File: config.mk
export PLATFORM = sky130hd
export DESIGN_NAME = key_conditioner
export DESIGN_NICKNAME = d
export VERILOG_FILES = /design/src/rtl/key_conditioner.sv
export SDC_FILE = /design/constraint.sdc
export NUM_CORES = 1
export LEC_CHECK = 0
export BUFFER_PORTS_ARGS = -buffer_cell sky130_fd_sc_hd__buf_2
export CAP_MARGIN = 5
export CORE_MARGIN = 5
export CORE_UTILIZATION = 50
export CTS_CLUSTER_SIZE = 28
export DETAILED_ROUTE_END_ITERATION = 6
export GPL_TIMING_DRIVEN = 0
export PLACE_DENSITY = 0.73
export SLEW_MARGIN = 20
export SYNTH_ARGS = -nofsm -noshare
export SYNTH_HDL_FRONTEND = slang
export SYNTH_SLANG_ARGS = --single-unit
export TNS_END_PERCENT = 50
File: constraint.sdc
create_clock -name clk -period 2.2 [get_ports clk]
set_input_delay 0.22 -clock clk [delete_from_list [all_inputs] [get_ports clk]]
set_output_delay 0.22 -clock clk [all_outputs]
set_load 0.005 [all_outputs]
File: src/rtl/key_conditioner.sv
// Per-key 2-flop synchroniser, counter debounce FSM and registered press/release edge pulses.
// Level change and pulse appear DB_CYCLES+3 edges after the raw change is first sampled; no backpressure.
module key_conditioner #(
  parameter int N_KEYS    = 4,
  parameter int DB_CYCLES = 250000,
  parameter int CNT_W     = 18
) (
  input  logic              clk,
  input  logic              rst_n,
  input  logic [N_KEYS-1:0] key_raw,
  output logic [N_KEYS-1:0] key_db,
  output logic [N_KEYS-1:0] key_press,
  output logic [N_KEYS-1:0] key_release,
  output logic              any_press
);

  typedef enum logic [1:0] {UP, WAIT_DN, DOWN, WAIT_UP} state_t;

  localparam logic [CNT_W-1:0] CNT_LAST = CNT_W'(DB_CYCLES - 1);

  logic [N_KEYS-1:0] s1_q, s1_d;
  logic [N_KEYS-1:0] s2_q, s2_d;
  state_t            state_q [N_KEYS];
  state_t            state_d [N_KEYS];
  logic [CNT_W-1:0]  cnt_q   [N_KEYS];
  logic [CNT_W-1:0]  cnt_d   [N_KEYS];
  logic [N_KEYS-1:0] key_db_q, key_db_d;
  logic [N_KEYS-1:0] press_q, press_d;
  logic [N_KEYS-1:0] release_q, release_d;
  logic              any_press_q, any_press_d;

  always_comb begin
    s1_d      = key_raw;
    s2_d      = s1_q;
    key_db_d  = key_db_q;
    press_d   = '0;
    release_d = '0;
    for (int i = 0; i < N_KEYS; i++) begin
      state_d[i] = state_q[i];
      cnt_d[i]   = cnt_q[i];
      case (state_q[i])
        UP: begin
          if (!s2_q[i]) begin
            state_d[i] = WAIT_DN;
            cnt_d[i]   = '0;
          end
        end
        WAIT_DN: begin
          if (s2_q[i]) begin
            state_d[i] = UP;
            cnt_d[i]   = '0;
          end else if (cnt_q[i] == CNT_LAST) begin
            state_d[i]  = DOWN;
            key_db_d[i] = 1'b0;
            press_d[i]  = 1'b1;
          end else begin
            cnt_d[i] = cnt_q[i] + CNT_W'(1);
          end
        end
        DOWN: begin
          if (s2_q[i]) begin
            state_d[i] = WAIT_UP;
            cnt_d[i]   = '0;
          end
        end
        WAIT_UP: begin
          // a single low sample cancels the release; the count restarts on the next high
          if (!s2_q[i]) begin
            state_d[i] = DOWN;
          end else if (cnt_q[i] == CNT_LAST) begin
            state_d[i]    = UP;
            key_db_d[i]   = 1'b1;
            release_d[i]  = 1'b1;
          end else begin
            cnt_d[i] = cnt_q[i] + CNT_W'(1);
          end
        end
        default: begin
          state_d[i] = UP;
          cnt_d[i]   = '0;
        end
      endcase
    end
    any_press_d = |press_d;
  end

  always_ff @(posedge clk or negedge rst_n) begin
    if (!rst_n) begin
      s1_q        <= '1;
      s2_q        <= '1;
      key_db_q    <= '1;
      press_q     <= '0;
      release_q   <= '0;
      any_press_q <= 1'b0;
      for (int i = 0; i < N_KEYS; i++) begin
        state_q[i] <= UP;
        cnt_q[i]   <= '0;
      end
    end else begin
      s1_q        <= s1_d;
      s2_q        <= s2_d;
      key_db_q    <= key_db_d;
      press_q     <= press_d;
      release_q   <= release_d;
      any_press_q <= any_press_d;
      for (int i = 0; i < N_KEYS; i++) begin
        state_q[i] <= state_d[i];
        cnt_q[i]   <= cnt_d[i];
      end
    end
  end

  assign key_db      = key_db_q;
  assign key_press   = press_q;
  assign key_release = release_q;
  assign any_press   = any_press_q;

endmodule

==> qor.txt, run 1 <==
Tot Pwr = 0.00342 W
Peak VDD IR = 0.526 mV
CP arrival = 2490 ps
slew at the pin with the worst max-slew slack = 695 ps
RSZ-0062 raised after global routing = yes
hpwl dp = 7880 µm
Area growth, synth to finish = 12.4%
WS Path Type = flip-flop to flip-flop
GRT Util Overall = 0.187
Setup Viol. Count Final = 0
Worst Hold Class = primary input to asynchronous set/reset pin
largest net degree at the start of global routing = 56
Syn Std Cell Area = 0.00537 mm²
Slew Limit Fails = 0
commonest cells after routing, fill and taps aside = 87 x dfrtp_1, 58 x nor2_1, 46 x o21ai_0
DRT antenna net count = 0
Post-synth EDFFs = 0
CP top delay family = simple AND/OR/NAND/NOR gates
worst path cell trace = or4_4 -> or4_4 -> or2_4 -> nor3_4 -> or4_4
CP max-delay cell = or4_4
status = finished clean
CTS tree = done
cts bufs inserted = 9
I/O pins = 19
LEAKAGE = 2.47 nW
Worst path most repeated cell = or4_4
endpoints failing hold = 0
Cell Pwr Density = 566 mW/mm²
Worst-path clk slew = 90 ps
CTS max path bufs = 2
CP required = 2520 ps
drt wl/cell = 15.0 µm
Main synth FF type = dfrtp_1
final core utilization = 0.580
die area = 0.0129 mm²
initial antenna violation count = 0
YS warnings = 0
syn avg cell area = 9.16 µm²
DR vias/cell = 5.98
Initial Util = 0.515
final setup margin = 31.8 ps
Max-cap violations = 0
Distinct cells, synth = 52
remaining global-route overflow = 0
CP bufs+invs = 0
Seq/Total Area, Yosys = 0.474
Routed WL = 11,500 µm
fin crit period = 2170 ps
commonest non-fill, non-tap cell in the layout = dfrtp_1
crit path max fanout = 6
die width = 114 µm
share of layout cells above drive strength 1 = 0.128
Worst Setup End Kind = flip-flop
Detailed Route Iter0 Violations = 284
DRC errors left = 0
CTS Root Cell = clkbuf_8
share of flip-flops with an asynchronous set or reset = 1.00
fin crit share = 0.986
Fillers = 899
Mapped Nets = 596
relative slew slack = 0.533
core area = 0.0104 mm²
top achievable clock speed = 461 MHz
DIE HEIGHT = 114 µm
Worst-Skew Late Latency = 370 ps
Row Count = 37
fin nets = 637
vias in the first global route = 4,279
flops & latches, synth = 101
Port Buffers = 18
clock sink total = 101
H-tree lvl count = 3
first-pass GRT wire length = 19,900 µm
Vias = 4,590
Placement Setup Slack = -213 ps
drt first pass iters = 5
routability cong. = 0.863
Final Skew = 8.66 ps
n_diodes = 0
Max stage delay on crit path = 580 ps
Mapped Cells = 586
CP startpoint kind = flip-flop
-- synth_stat cells, types with 2 or more instances --
master      n  area [µm²]
a22oi_1     3        22.5
o2111ai_1   4        35.0
or2_2       3        18.8
clkbuf_1   27         101
nand4b_1    4        35.0
nor4b_1     8        70.1
xnor2_1     9        78.8
a21oi_1    28         140
nand3_1    30         150
and4_1      5        43.8
xor2_1     25         219
nor3_1     20         100
a41oi_1     5        43.8
or3_1       4        25.0
inv_1      14        52.6
nor3b_1     3        22.5
nor4_1     12        75.1
nand3b_1    3        22.5
a211o_1     3        26.3
mux2i_1     5        50.1
o21ai_1     2        10.0
nand2b_1    6        37.5
o21ai_0    48         240
or4_1       7        52.6
and3b_1     2        17.5
o211ai_1    8        60.1
nand4_1    29         181
ha_1        4        50.1
nor2_1     59         221
and3_1     11        68.8
nor2b_1     9        56.3
dfrtp_1    89        2230
dfstp_2    12         315
nand2_1    41         154
o31ai_1    11        82.6
a31oi_1     8        50.1
and2_1      8        50.1
mux2_2      3        33.8
-- worst reg2reg max path, delay by kind of cell, from the launching register on --
kind             cells  cell delay (ps)
DFF                  1              390
and+or+nand+nor      5             1730
-- routing by layer --
metal	GRT usage	wire, µm	vias to the layer above
met3	0.0361	424	20
li1	-	-	2229
met1	0.252	5450	2243
met4	0.0713	204	0
met2	0.301	5460	98
met5	0	0	-
-- cell type report --
type                            count  area (µm²)  area share
Buffer                             27         105      0.0174
Clock buffer                       14         153      0.0253
Tap cell                          136         170      0.0282
Sequential cell                   101        2540       0.422
Clock inverter                      2        37.5     0.00622
Inverter                           14        52.6     0.00870
Timing Repair Buffer               31         226      0.0375
Multi-Input combinational cell    443        2750       0.455
-- metrics by stage --
stage / TNS, ps / instance area, µm² / cells / hold slack [ps]
final: 0 / 6040 / 768 / 334
after global routing: -143 / 6040 / 768 / 365
after CTS: -95.2 / 5980 / 769 / 342
after detailed placement: -523 / 5660 / 741 / 183
after global placement: -12160 / 5630 / 740 / 326
after floorplan: 0 / 5370 / 586 / -75.6
-- power breakdown --
group	switching, W	internal, W	total, W
logic	0.000190	0.000102	0.000292
clock network	0.000611	0.000560	0.00117
registers	0.0000452	0.00191	0.00195
total	0.000846	0.00257	0.00342
-- what timing repair did --
item	4_1_cts	5_1_grt
resized for setup	8	21
endpoints found under the hold margin	47	0
setup endpoints to repair	14	56
hold buffers	5	0
pin swaps	2	1
buffers inserted	7	0
-- logic make-up (layout without fill, tap and decap cells) --
| logic type | count (synthesis) | count (layout) | synth area share |
|---|---|---|---|
| muxes | 8 | 8 | 0.0156 |
| xor gates and xnor gates | 34 | 34 | 0.0555 |
| adders and majority gates | 4 | 4 | 0.00932 |
| AOI/OAI and AO/OA | 128 | 128 | 0.145 |
| buffers and inverters | 42 | 88 | 0.0296 |
| DFF | 101 | 101 | 0.474 |
| and+or+nand+nor | 269 | 269 | 0.271 |
-- state kept, by name, summed over array words and instances, names as in the netlist, named ones only --
name,cells
cnt_q,72
key_db,4
key_press,4
key_release,4
s1_q,4
s2_q,4
state_q,4
any_press,1
-- path summary, 6_finish.rpt --
kind / startpoint / slack, ps / end / cells after the start
worst max-delay path: cnt_q[23] / 30 / any_press / 5
worst min-delay path: rst_n / 330 / cnt_q[43] / 2
worst max register to register: cnt_q[23] / 30 / any_press / 5
worst min register to register: s1_q[1] / 360 / s2_q[1] / 0
max in group asynchronous: rst_n / 1210 / key_db[3] / 3
min in group clk: s1_q[1] / 360 / s2_q[1] / 0
(Power assumes the default switching activity.)
==> inputs of run 2 (changes only) <==
==> constraint.sdc (replaced) <==
create_clock -name clk -period 2.2 [get_ports clk]
set_input_delay 0.55 -clock clk [delete_from_list [all_inputs] [get_ports clk]]
set_output_delay 0.55 -clock clk [all_outputs]
set_load 0.005 [all_outputs]
==> run 2 against run 1 <==
  * Sequential power about the same
  * Via count decreased by 0.33%
  * Clock skew about the same
  * Sequential cell count unchanged
  * Hold slack got worse by 240 ps
  * Cell count decreased by 0.65%
  * Largest cell class unchanged
  * First-iteration DRC count decreased by 2.5%
  * Setup slack about the same
==> qor.txt, run 2 (synthesis results as in run 1) <==
Finished Layout Cells = 763
H-tree lvl count = 3
final setup margin = 31.7 ps
routability cong. = 0.863
Crit path depth = 5
slew at the pin with the worst max-slew slack = 697 ps
Area growth, synth to finish = 11.5%
DRT antenna net count = 0
drt wl/cell = 15.1 µm
CP arrival = 2490 ps
drt first pass iters = 5
worst-case reg-to-reg path depth = 5
Routed WL = 11,500 µm
CP max-delay cell = or4_4
hpwl dp = 7880 µm
die width = 114 µm
vias in the first global route = 4,246
LEAKAGE = 2.45 nW
CTS tree = done
fin crit period = 2170 ps
worst path cell trace = or4_4 -> or4_4 -> or2_4 -> nor3_4 -> or4_4
Setup Viol. Count Final = 0
final core utilization = 0.575
WS Path Type = flip-flop to flip-flop
status = finished clean
remaining global-route overflow = 0
I/O pins = 19
DIE HEIGHT = 114 µm
Worst-path clk slew = 90 ps
Worst-Skew Late Latency = 370 ps
top achievable clock speed = 461 MHz
Max stage delay on crit path = 580 ps
Slew Limit Fails = 0
CP startpoint kind = flip-flop
CP top delay family = simple AND/OR/NAND/NOR gates
Max-cap violations = 0
Row Count = 37
Placement Setup Slack = -213 ps
Placed Cells = 741
cts bufs inserted = 9
GRT Util Overall = 0.186
CP bufs+invs = 0
initial antenna violation count = 0
n_diodes = 0
crit path max fanout = 6
die area = 0.0129 mm²
Worst Setup End Kind = flip-flop
cts hold-fix bufs = 0
Vias = 4,575
commonest non-fill, non-tap cell in the layout = dfrtp_1
Cell Pwr Density = 569 mW/mm²
Largest register FFs = 72
CP required = 2520 ps
endpoints failing hold = 0
first-pass GRT wire length = 19,800 µm
Worst Hold Class = primary input to asynchronous set/reset pin
largest net degree at the start of global routing = 56
Worst path most repeated cell = or4_4
fin crit share = 0.986
share of layout cells above drive strength 1 = 0.129
DRC errors left = 0
Biggest register = cnt_q
Port Buffers = 18
Detailed Route Iter0 Violations = 277
core area = 0.0104 mm²
DR vias/cell = 6.00
fin nets = 632
CTS Root Cell = clkbuf_8
Peak VDD IR = 0.525 mV
Tot Pwr = 0.00341 W
Final Skew = 8.16 ps
CTS max path bufs = 2
clock sink total = 101
Fillers = 906
relative slew slack = 0.532
Initial Util = 0.515
commonest cells after routing, fill and taps aside = 87 x dfrtp_1, 58 x nor2_1, 46 x o21ai_0
RSZ-0062 raised after global routing = yes
==> run 2: where the power goes <==
part           internal [W]  total, W  switching [W]
clock network      0.000560   0.00117       0.000610
registers           0.00191   0.00195      0.0000448
logic             0.0000962  0.000286       0.000190
==> run 2: final cells by class <==
cell class / instances / area [µm²] / share of cell area
Tap cell: 136 / 170 / 0.0284
Clock inverter: 2 / 37.5 / 0.00627
Sequential cell: 101 / 2540 / 0.425
Inverter: 14 / 52.6 / 0.00878
Buffer: 27 / 105 / 0.0176
Multi-Input combinational cell: 443 / 2750 / 0.459
Timing Repair Buffer: 26 / 176 / 0.0295
Clock buffer: 14 / 153 / 0.0255
==> run 2: worst register-to-register path, cell delays in order, from the launching register on <==
cell	delay, ps
dfrtp_1	390
or4_4	530
or4_4	580
or2_4	290
nor3_4	170
or4_4	160
==> run 2: worst paths after layout <==
check                                start  slack [ps]   endpoint
max in group asynchronous            rst_n        1450  key_db[3]
min in group clk                key_raw[0]         260    s1_q[0]
worst min-delay path                 rst_n          90  cnt_q[43]
worst max-delay path             cnt_q[23]          30  any_press
worst max register to register   cnt_q[23]          30  any_press
worst min register to register     s1_q[1]         360    s2_q[1]
==> run 2: what timing repair did <==
item                       in CTS  in global routing
setup endpoints to repair      14                 56
pin swaps                       2                  1
buffers inserted                7                  0
resized for setup               8                 21
==> run 2: metal layers <==
layer	up-vias	global-route usage	wire length, µm
met2	102	0.298	5420
met4	0	0.0713	193
li1	2219	-	-
met3	18	0.0361	456
met1	2236	0.251	5430
met5	-	0	0
==> run 2: per-stage QoR <==
| step | instance area, µm² | hold WS [ps] | TNS (ps) |
|---|---|---|---|
| 2_1_floorplan | 5370 | 254 | 0 |
| 3_3_place_gp | 5630 | 347 | -41530 |
| 3_5_place_dp | 5660 | 347 | -523 |
| 4_1_cts | 5930 | 104 | -95.2 |
| 5_1_grt | 5990 | 118 | -143 |
| 6_report | 5990 | 94.2 | 0 |
